<file path="src/rtl/mem_arbiter_pkg.sv">
// Shared types for the CPU memory arbiter: bus sequencing states, grant ids
// and the two-way round-robin tie-break.
package mem_arbiter_pkg;

    typedef enum logic [1:0] {
        ARB_IDLE = 2'd0,
        ARB_BUS  = 2'd1,
        ARB_RLAT = 2'd2,
        ARB_DONE = 2'd3
    } arb_state_t;

    typedef enum logic {
        GNT_INSTR = 1'b0,
        GNT_DATA  = 1'b1
    } grant_t;

    // On a tie the requester that was not served last wins.
    function automatic grant_t rr_pick(input logic i_req, input logic d_req,
                                       input grant_t last);
        grant_t pick;
        if (i_req && d_req) begin
            if (last == GNT_INSTR) pick = GNT_DATA;
            else                   pick = GNT_INSTR;
        end else if (d_req) begin
            pick = GNT_DATA;
        end else begin
            pick = GNT_INSTR;
        end
        return pick;
    endfunction

endpackage

</file>
<file path="src/rtl/mem_arbiter.sv">
// Arbitrates instruction fetch and data access onto one Avalon-style bus,
// sequences each transaction and produces the CPU stall.
module mem_arbiter
    import mem_arbiter_pkg::*;
#(
    parameter int ADDR_W = 32,
    parameter int DATA_W = 32
) (
    input  logic                clk,
    input  logic                reset_i,
    input  logic                i_req_i,
    input  logic [ADDR_W-1:0]   i_addr_i,
    output logic                i_ack_o,
    input  logic                d_req_i,
    input  logic                d_we_i,
    input  logic [ADDR_W-1:0]   d_addr_i,
    input  logic [DATA_W-1:0]   d_wdata_i,
    input  logic [DATA_W/8-1:0] d_be_i,
    output logic                d_ack_o,
    output logic [DATA_W-1:0]   rdata_o,
    output logic                stall_o,
    output logic [ADDR_W-1:0]   avm_address_o,
    output logic                avm_read_o,
    output logic                avm_write_o,
    output logic [DATA_W-1:0]   avm_writedata_o,
    output logic [DATA_W/8-1:0] avm_byteenable_o,
    input  logic [DATA_W-1:0]   avm_readdata_i,
    input  logic                avm_waitrequest_i
);

    localparam int BE_W = DATA_W / 8;

    arb_state_t          state_q, state_d;
    grant_t              gnt_q, last_q, pick_d;
    logic                grant_en_d;
    logic [ADDR_W-1:0]   addr_q;
    logic                we_q;
    logic [DATA_W-1:0]   wdata_q;
    logic [BE_W-1:0]     be_q;
    logic [DATA_W-1:0]   rdata_q;

    always_comb begin
        state_d     = state_q;
        pick_d      = rr_pick(i_req_i, d_req_i, last_q);
        grant_en_d  = 1'b0;
        avm_read_o  = 1'b0;
        avm_write_o = 1'b0;
        i_ack_o     = 1'b0;
        d_ack_o     = 1'b0;
        case (state_q)
            ARB_IDLE: begin
                if (i_req_i || d_req_i) begin
                    grant_en_d = 1'b1;
                    state_d    = ARB_BUS;
                end
            end
            ARB_BUS: begin
                avm_read_o  = ~we_q;
                avm_write_o = we_q;
                if (!avm_waitrequest_i) state_d = we_q ? ARB_DONE : ARB_RLAT;
            end
            ARB_RLAT: state_d = ARB_DONE;
            ARB_DONE: begin
                i_ack_o = (gnt_q == GNT_INSTR);
                d_ack_o = (gnt_q == GNT_DATA);
                state_d = ARB_IDLE;
            end
            default: state_d = ARB_IDLE;
        endcase
    end

    // The ack cycle already releases the stall so the fsm advances on its edge.
    assign stall_o          = (i_req_i & ~i_ack_o) | (d_req_i & ~d_ack_o);
    assign avm_address_o    = addr_q;
    assign avm_writedata_o  = wdata_q;
    assign avm_byteenable_o = be_q;
    assign rdata_o          = rdata_q;

    always_ff @(posedge clk or posedge reset_i) begin
        if (reset_i) begin
            state_q <= ARB_IDLE;
            gnt_q   <= GNT_INSTR;
            last_q  <= GNT_INSTR;
            addr_q  <= '0;
            we_q    <= 1'b0;
            wdata_q <= '0;
            be_q    <= '0;
            rdata_q <= '0;
        end else begin
            state_q <= state_d;
            if (grant_en_d) begin
                gnt_q  <= pick_d;
                last_q <= pick_d;
                if (pick_d == GNT_DATA) begin
                    addr_q  <= d_addr_i;
                    we_q    <= d_we_i;
                    wdata_q <= d_wdata_i;
                    be_q    <= d_be_i;
                end else begin
                    addr_q  <= i_addr_i;
                    we_q    <= 1'b0;
                    wdata_q <= '0;
                    be_q    <= '1;
                end
            end
            if (state_q == ARB_RLAT) rdata_q <= avm_readdata_i;
        end
    end

endmodule

</file>
<file path="config.mk">
export PLATFORM = sky130hd
export DESIGN_NAME = mem_arbiter
export DESIGN_NICKNAME = d
export VERILOG_FILES = /design/src/rtl/mem_arbiter_pkg.sv /design/src/rtl/mem_arbiter.sv
export SDC_FILE = /design/constraint.sdc
export NUM_CORES = 1
export LEC_CHECK = 0
export ABC_AREA = 1
export ABC_CLOCK_PERIOD_IN_PS = 4200
export BUFFER_PORTS_ARGS = -buffer_cell sky130_fd_sc_hd__buf_2
export CORE_ASPECT_RATIO = 0.6
export CORE_MARGIN = 8
export CORE_UTILIZATION = 40
export CTS_CLUSTER_DIAMETER = 40
export DETAILED_ROUTE_END_ITERATION = 10
export MAX_ROUTING_LAYER = met4
export PLACE_DENSITY = 0.84
export SLEW_MARGIN = 10
export SYNTH_ARGS = -nofsm -noshare
export SYNTH_HDL_FRONTEND = slang
export SYNTH_SLANG_ARGS = --single-unit
</file>
<file path="constraint.sdc">
create_clock -name clk -period 4.2 [get_ports clk]
set_input_delay 0.42 -clock clk [delete_from_list [all_inputs] [get_ports clk]]
set_output_delay 0.42 -clock clk [all_outputs]
set_load 0.005 [all_outputs]
</file>
==> results of run 1 <==
-- cell type report --
cell class	instances	area [um2]	share of cell area
Clock inverter	6	76.3	0.0122
Clock buffer	9	225	0.0359
Timing Repair Buffer	248	1260	0.200
Multi-Input combinational cell	334	1630	0.260
Sequential cell	104	2600	0.414
Tap cell	160	200	0.0319
Inverter	75	284	0.0452
-- per-stage QoR --
step | instances | instance area, um2 | utilization | hold slack [ns] | setup WS (ns)
2_1_floorplan | 540 | 4680 | - | 0.472 | 1.05
3_3_place_gp | 920 | 5970 | 0.527 | 0.284 | 1.82
3_5_place_dp | 920 | 5970 | 0.527 | 0.285 | 1.64
4_1_cts | 936 | 6280 | 0.554 | 0.254 | 1.69
5_1_grt | 936 | 6280 | 0.554 | 0.256 | 1.37
6_report | 936 | 6280 | 0.554 | 0.269 | 1.71
-- tightest hold or removal path: cells and delay by family --
family                 cells  cell delay (ns)
and+or+nand+nor            2             0.08
buffers and inverters      1             0.07
-- sequential cells by signal (all words and copies together), names as in the netlist --
name              count
avm_address_o        32
avm_writedata_o      32
rdata_o              32
avm_byteenable_o      4
state_q               2
last_q                1
we_q                  1
-- where the power goes --
| part | total (mW) | leakage (nW) | internal (mW) | switching, mW |
|---|---|---|---|---|
| clock network | 0.846 | 0.148 | 0.470 | 0.377 |
| registers | 1.71 | 1.27 | 1.47 | 0.244 |
| logic | 1.69 | 2.35 | 0.782 | 0.906 |
| total | 4.25 | 3.76 | 2.72 | 1.53 |
-- timing repair --
action                                 in CTS  in global routing
resized for setup                           0                  0
endpoints found under the hold margin       2                  0
hold buffers                                1                  0
setup endpoints to repair                   0                  0
-- metal layers --
metal	up-vias	wire, um	part of all wire
met5	-	0	0
met4	0	44	0.0033
met3	5	965	0.071
met2	150	6350	0.47
met1	1984	6160	0.46
li1	2103	-	-
-- worst paths after layout --
path,from,endpoint,cells past startpoint
worst max-delay path,last_q,avm_writedata_o[21],5
worst min-delay path,d_wdata_i[17],avm_writedata_o[17],3
worst max register to register,last_q,avm_writedata_o[21],5
worst min register to register,avm_writedata_o[26],avm_writedata_o[26],2
max in group asynchronous,reset_i,avm_byteenable_o[0],4
min in group asynchronous,reset_i,rdata_o[10],3
-- cell families (layout without fill, tap and decap cells) --
logic type      count (synthesis)  count (layout)  share of synthesized area
simple gates                  296             296                      0.259
flops                         104             104                      0.556
buf+inv                       102             338                     0.0944
mux                            32              32                     0.0770
fa+ha+maj                       4               4                     0.0107
compound gates                  2               2                    0.00214
-- placed cells by master, fill, tap and decap left out --
| master | netlist | routed |
|---|---|---|
| nand2_2 | 1 | 1 |
| nand2_1 | 211 | 211 |
| a21oi_1 | 1 | 1 |
| nor2_4 | 2 | 2 |
| inv_2 | 1 | 1 |
| inv_1 | 74 | 73 |
| ha_1 | 4 | 4 |
| mux2_1 | 2 | 2 |
| inv_6 | 0 | 2 |
| clkbuf_16 | 0 | 9 |
| clkinv_4 | 0 | 2 |
| dlygate4sd3_1 | 0 | 1 |
| buf_4 | 1 | 5 |
| mux2_2 | 30 | 30 |
| o21ai_0 | 1 | 1 |
| dfrtp_1 | 104 | 104 |
| nor2_1 | 14 | 14 |
| bufinv_16 | 0 | 1 |
| nand3_1 | 68 | 68 |
| inv_4 | 0 | 1 |
| buf_2 | 14 | 242 |
| inv_8 | 0 | 1 |
==> metrics.txt, run 1 <==
Die X=roughly 160 um; met3 Use GR=0.0536; CORE AREA=~11000 um2; Seq cells post-synth=~100; WL final=between 10 and 15 mm; ANT nets after route=0; fmax=~0.40 GHz; Max-cap violations=0; die area=around 16000 um2; Clock Skew=just over 0.007 ns; total gr overflow=0; Cells after Synth=540; largest area contributor in the netlist=dfrtp_1; setup total negative slack=0 ns; register area share after synthesis=0.556; critical path startpoint category=flop; Setup Fix Bufs, Post-CTS=0; most crowded layer after global routing=met2; CP bufs+invs=1; count leader, synth=nand2_1; fraction of layout cells with a size suffix above 1=0.383; CTS root buffer=clkbuf_16; Pwr Density=between 600 and 700 nW/um2; final max-slew violation count=0; vias in the first global route=about 4400; Critical Path AT=between 2 and 3 ns; Pleak=~3.8 nW; measured slew at the worst slew-check pin=between 1 and 1.5 ns; dpl hpwl=10.5 mm; clk_lat worst skew=approximately 0.34 ns; CTS Sinks=between 100 and 150; initial antenna violation count=0; FILL cells=between 1000 and 1500; Slowest-stage cell, CP=inv_1; dominant register cell in the synthesized netlist=dfrtp_1; total track usage=0.178; commonest cells in the synthesized netlist=nand2_1 (211), dfrtp_1 (104), inv_1 (74); FP Rows=30; Critical Path Sink Type=flop; crit share post-route=0.592; Final Critical Period=between 2 and 2.5 ns; Worst path max stage delay=between 0.8 and 0.9 ns; DRC Markers=0; area grow syn2layout=34.3%; unrepaired setup endpoints after global routing=no; DRT Pass-1 Iters=4; count of cell types in the netlist=17; routability-driven placement congestion ratio=between 0.8 and 0.9; first-pass GRT wire length=21.9 mm; worst min-delay path class=in -> reg; input/output buffers=~240; CTS Buf Count=9; total number of vias=roughly 4200; total power=4.25 mW; clock-pin transition on the worst setup and hold timing paths=approximately 0.07 ns; Max transition margin=0.288; Final Hold Violating Endpoints=0; Warnings, synthesis=0; worst vdd ir=between 200 and 300 uV; Setup Crit Path Kind=reg -> reg; Critical Path Most Common Cell=nand2_1; Post-synth EDFFs=0; Yosys top cell area share=0.556; Clock Path Buffers=2; DIE HEIGHT=around 100 um; CP Data Required Time=4.47 ns; Diodes inserted=0; worst-path cell chain=nand2_2 > nand3_1 > inv_1 > nand2_1 > nand2_1; Starting Density=0.413; Setup violations, final=0; met2 usage=0.281; syn_area_per_cell=between 8 and 9 um2; CTS tree=built; IO Count=approximately 240; FF-to-FF setup slack=approximately 1.7 ns; global-route met1 utilization=0.229; ys async rst share=1.00; status=complete, no violations; syn nets=approximately 680; CP top delay family=simple AND/OR/NAND/NOR gates; wire per inst=14.4 um; drt initial violations=175; nets=914; Post-Syn Area=4680 um2; Critical Path Fanout Max=34; Via density=~4.5; CTS HTree Levels=3; largest cells by area after synthesis=dfrtp_1 (56%), nand2_1 (17%), nand3_1 (7.3%), mux2_2 (7.2%), inv_1 (5.9%); largest net degree at the start of global routing=between 50 and 60
No activity file was read; power rests on OpenSTA's default activity.
==> run 2: changes to the inputs <==
--- a/config.mk
+++ b/config.mk
@@ -6,7 +6,7 @@
 export NUM_CORES = 1
 export LEC_CHECK = 0
 export ABC_AREA = 1
-export ABC_CLOCK_PERIOD_IN_PS = 4200
+export ABC_CLOCK_PERIOD_IN_PS = 2400
 export BUFFER_PORTS_ARGS = -buffer_cell sky130_fd_sc_hd__buf_2
 export CORE_ASPECT_RATIO = 0.6
 export CORE_MARGIN = 8
==> constraint.sdc (replaced) <==
create_clock -name clk -period 2.4 [get_ports clk]
set_input_delay 0.24 -clock clk [delete_from_list [all_inputs] [get_ports clk]]
set_output_delay 0.24 -clock clk [all_outputs]
set_load 0.005 [all_outputs]
==> metrics.txt, run 2 (synthesis gave the netlist of run 1 again) <==
reg2reg path depth=8; Starting Density=0.413; Max-cap violations=0; worst min-delay path class=in -> async; Critical Path AT=2.00 ns; IO Count=approximately 240; Final Hold Violating Endpoints=0; total track usage=0.180; setup total negative slack=0 ns; die area=roughly 16000 um2; critical path endpoint=avm_writedata_o[4]; post-CTS resize count=0; WL final=between 10 and 15 mm; FILL cells=about 1100; Worst Setup SP=state_q[0]; Pleak=around 3.8 nW; wire per inst=~15 um; final max-slew violation count=0; total power=between 7 and 8 mW; area grow syn2layout=35.2%; FP Rows=30; most common cell after layout, fill and taps aside=buf_2; largest net degree at the start of global routing=50; critical path startpoint category=flop; combinational share of power=0.406; status=complete, no violations; Final Critical Period=about 1.7 ns; unrepaired setup endpoints after global routing=no; CTS root buffer=clkbuf_16; cts hold-fix bufs=0; crit share post-route=0.718; worst reg2reg endpoint=avm_writedata_o[4]; Worst path max stage delay=around 0.41 ns; Setup Fix Bufs, Post-CTS=0; FF-to-FF setup slack=~0.68 ns; Diodes inserted=0; Setup violations, final=0; DRC Markers=0; CP Data Required Time=around 2.7 ns; register share of total power=0.404; CTS tree=built; CORE AREA=roughly 11000 um2; input/output buffers=242; Critical Path Sink Type=flop; most frequent cells in the layout=buf_2 (242), nand2_1 (211), dfrtp_1 (104), inv_1 (73), nand3_1 (68); fraction of layout cells with a size suffix above 1=0.387; clk_lat worst skew=between 0.3 and 0.4 ns; worst vdd ir=between 500 and 600 uV; CTS Buf Count=9; CTS HTree Levels=3; internal power=between 4 and 5 mW; CTS Sinks=approximately 100; initial antenna violation count=0; dpl hpwl=between 10 and 15 mm; drt initial violations=between 200 and 250; Pwr Density=around 1200 nW/um2; Via density=between 4 and 5; DIE HEIGHT=roughly 100 um; ANT nets after route=0; measured slew at the worst slew-check pin=just over 0.7 ns; Sw Ratio=0.368; Die X=around 160 um; Slowest-stage cell, CP=dfrtp_1; DRT Pass-1 Iters=4; Clock Skew=between 0.005 and 0.006 ns; total gr overflow=0; vias in the first global route=4323; routability-driven placement congestion ratio=around 0.8; worst-path cell chain=inv_1 > ha_1 > inv_1 > nor2_4 > inv_2 > buf_12 > nand2_1 > nand2_1; nets=between 900 and 1000; Critical Path Fanout Max=49; clock power share=0.189; fmax=roughly 0.58 GHz; FF-to-FF Start=state_q[0]; Max transition margin=0.526; first-pass GRT wire length=between 20 and 25 mm; Setup Crit Path Kind=reg -> reg; Clock Path Buffers=2; total number of vias=between 4000 and 5000; clock-pin transition on the worst setup and hold timing paths=~0.070 ns; Psw=~2.7 mW
## run 2: cell types whose count changed in the layout (fill, tap and decap cells not counted)
cell	previous run	this run
buf_12	0	3
buf_4	5	6
bufinv_16	1	0
clkinv_2	0	1
clkinv_4	2	1
clkinvlp_4	0	2
dlygate4sd3_1	1	0
inv_4	1	0
inv_8	1	2
## run 2: worst min-delay path by stage
stage	start	to	slack, ns	cells past startpoint
after floorplan	d_wdata_i[0]	avm_writedata_o[0]	0.35	2
after global placement	reset_i	rdata_o[14]	0.39	2
after detailed placement	reset_i	rdata_o[25]	0.39	2
after CTS	reset_i	rdata_o[25]	0.02	2
after global routing	reset_i	rdata_o[25]	0.04	2
final	reset_i	rdata_o[15]	0.007	2
## run 2: area by class of cell
type                       count  area, um2  area share
inverter                      75        285      0.0451
tap                          160        200      0.0317
sequential                   104       2600       0.411
multi-input combinational    334       1630       0.258
clock inverter                 7       61.3     0.00969
timing repair buffer         251       1320       0.208
clock buffer                   9        225      0.0356
## run 2: metrics by stage
stage               utilization  std cells  instance area [um2]  setup slack (ns)  hold slack (ns)
floorplan                     -        540                 4680             0.912            0.350
global placement          0.533        924                 6040             0.759            0.392
detailed placement        0.533        924                 6040             0.681            0.391
CTS                       0.558        940                 6320             0.668           0.0169
global route              0.558        940                 6320             0.509           0.0429
finish                    0.558        940                 6320             0.676          0.00723
## run 2: power groups by stage
stage | Sequential (mW) | Clock [mW] | Combinational, mW
detailed placement | 3.01 | 0 | 3.09
floorplan | 3.07 | 0 | 1.66
global route | 3.10 | 1.51 | 3.40
CTS | 3.00 | 1.45 | 3.08
global placement | 2.99 | 0 | 2.98
finish | 3.00 | 1.41 | 3.01
## run 2: per-layer routing
metal  GRT usage  vias to the layer above  share of wire
met2       0.282                      154           0.46
met1       0.233                     1902           0.47
met5           -                        -              0
met3      0.0523                        8          0.068
li1            -                     2113              -
met4      0.0297                        0         0.0047
## run 2: worst max-delay path: cells and delay by family, from the launching register on
family / cells / cell delay [ns]
flops: 1 / 0.41
buf+inv: 4 / 0.73
fa+ha+maj: 1 / 0.25
simple gates: 3 / 0.23
==> run 3: changes to the inputs <==
--- a/config.mk
+++ b/config.mk
@@ -6,7 +6,7 @@
 export NUM_CORES = 1
 export LEC_CHECK = 0
 export ABC_AREA = 1
-export ABC_CLOCK_PERIOD_IN_PS = 2400
+export ABC_CLOCK_PERIOD_IN_PS = 1600
 export BUFFER_PORTS_ARGS = -buffer_cell sky130_fd_sc_hd__buf_2
 export CORE_ASPECT_RATIO = 0.6
 export CORE_MARGIN = 8
==> constraint.sdc (replaced) <==
create_clock -name clk -period 1.6 [get_ports clk]
set_input_delay 0.16 -clock clk [delete_from_list [all_inputs] [get_ports clk]]
set_output_delay 0.16 -clock clk [all_outputs]
set_load 0.005 [all_outputs]
==> metrics.txt, run 3 (synthesis gave the netlist of run 1 again) <==
Critical Path Fanout Max=4; fraction of layout cells with a size suffix above 1=0.390; Pwr Density=between 1500 and 2000 nW/um2; DRT Pass-1 Iters=6; Slowest-stage cell, CP=dfrtp_1; Final Critical Period=between 1.5 and 2 ns; nets=930; Setup Fix Bufs, Post-CTS=0; crit share post-route=0.944; initial antenna violation count=0; drt initial violations=~210; FILL cells=approximately 1000; ANT nets after route=0; Clock Path Buffers=2; Worst path max stage delay=about 0.38 ns; dpl hpwl=roughly 11 mm; final max-slew violation count=0; CTS HTree Levels=3; clk_lat worst skew=approximately 0.34 ns; largest net degree at the start of global routing=37; multi-input logic area=around 1600 um2; die area=approximately 16000 um2; WL final=13.8 mm; IO Count=243; CTS tree=built; first-pass GRT wire length=around 22 mm; Pleak=3.87 nW; Final Hold Violating Endpoints=0; DIE HEIGHT=approximately 100 um; CTS root buffer=clkbuf_16; Critical Path AT=1.35 ns; setup total negative slack=0 ns; total number of vias=approximately 4300; FP Rows=30; fmax=roughly 0.66 GHz; critical path startpoint category=flop; DRC Markers=0; final core occ=0.577; total track usage=0.182; measured slew at the worst slew-check pin=0.375 ns; Diodes inserted=0; Via density=4.52; Critical Path Sink Type=output pin; routability-driven placement congestion ratio=~0.83; CTS Buf Count=9; worst vdd ir=between 700 and 800 uV; status=complete, no violations; most common cell after layout, fill and taps aside=buf_2; most frequent cells in the layout=buf_2 (242), nand2_1 (211), dfrtp_1 (104), inv_1 (73), nand3_1 (68); Setup Crit Path Kind=reg -> out; Die X=about 160 um; Starting Density=0.413; Max-cap violations=0; Setup violations, final=0; area grow syn2layout=39.8%; total gr overflow=0; input/output buffers=about 240; wire per inst=about 14 um; Clock Skew=0.00730 ns; register area=approximately 2600 um2; unrepaired setup endpoints after global routing=no; CP Data Required Time=1.44 ns; worst min-delay path class=in -> reg; total power=between 10 and 15 mW; CORE AREA=between 10000 and 15000 um2; worst-path cell chain=buf_4 > ha_2 > inv_1 > o21ai_1 > nand2_1 > buf_2; CTS Sinks=104; clock-pin transition on the worst setup and hold timing paths=0.07 ns; Max transition margin=0.749; vias in the first global route=4435
==> run 3: layout make-up <==
| type | count | share of cell area |
|---|---|---|
| Tap cell | 160 | 0.0306 |
| Sequential cell | 104 | 0.398 |
| Clock inverter | 6 | 0.0117 |
| Timing Repair Buffer | 264 | 0.229 |
| Inverter | 75 | 0.0440 |
| Multi-Input combinational cell | 334 | 0.250 |
| Clock buffer | 10 | 0.0365 |
==> run 3: report_power, final <==
part,internal (mW),switching [mW],leakage (nW)
logic,2.29,2.48,2.45
clock network,1.28,0.997,0.149
registers,3.85,0.634,1.27
==> run 3: worst paths after layout <==
kind	start	end	slack [ns]	depth (start not counted)
setup reg to reg	state_q[0]	avm_address_o[3]	0.18	7
setup / recovery	state_q[0]	stall_o	0.09	6
max in group asynchronous	reset_i	avm_address_o[23]	0.75	4
hold reg to reg	avm_address_o[10]	avm_address_o[10]	0.47	2
hold / removal	d_wdata_i[5]	avm_writedata_o[5]	0.02	3
min in group asynchronous	reset_i	rdata_o[13]	0.38	3
==> run 3: through the flow <==
step	hold slack, ns	worst slack (ns)	area [um2]	instances
finish	0.0161	0.0904	6540	953
global route	0.000332	0.00137	6540	953
CTS	0.000912	0.0120	6530	953
detailed placement	0.173	0.103	6150	930
global placement	0.168	0.160	6150	930
floorplan	0.270	0.112	4680	540
==> run 3: what timing repair did <==
action | in CTS | in global routing
setup endpoints to repair | 0 | 14
hold buffers | 7 | 0
gates resized for setup | 0 | 5
endpoints found under the hold margin | 17 | 0
==> run 3: metal layers <==
metal  wire (um)  GRT usage  share of wire  up-vias
met1        6210      0.227           0.45     2008
met5           0          -              0        -
met3         926     0.0532          0.067        7
li1            -          -              -     2139
met4          59     0.0312         0.0043        0
met2        6570      0.294           0.48      156
==> run 3: critical path: cells and delay by family, from the launching register on <==
family                     cells  cell delay, ns
AOI/OAI and AO/OA              1            0.06
buffers and inverters          3            0.33
and+or+nand+nor                1            0.07
DFF                            1            0.38
adders and majority gates      1            0.18
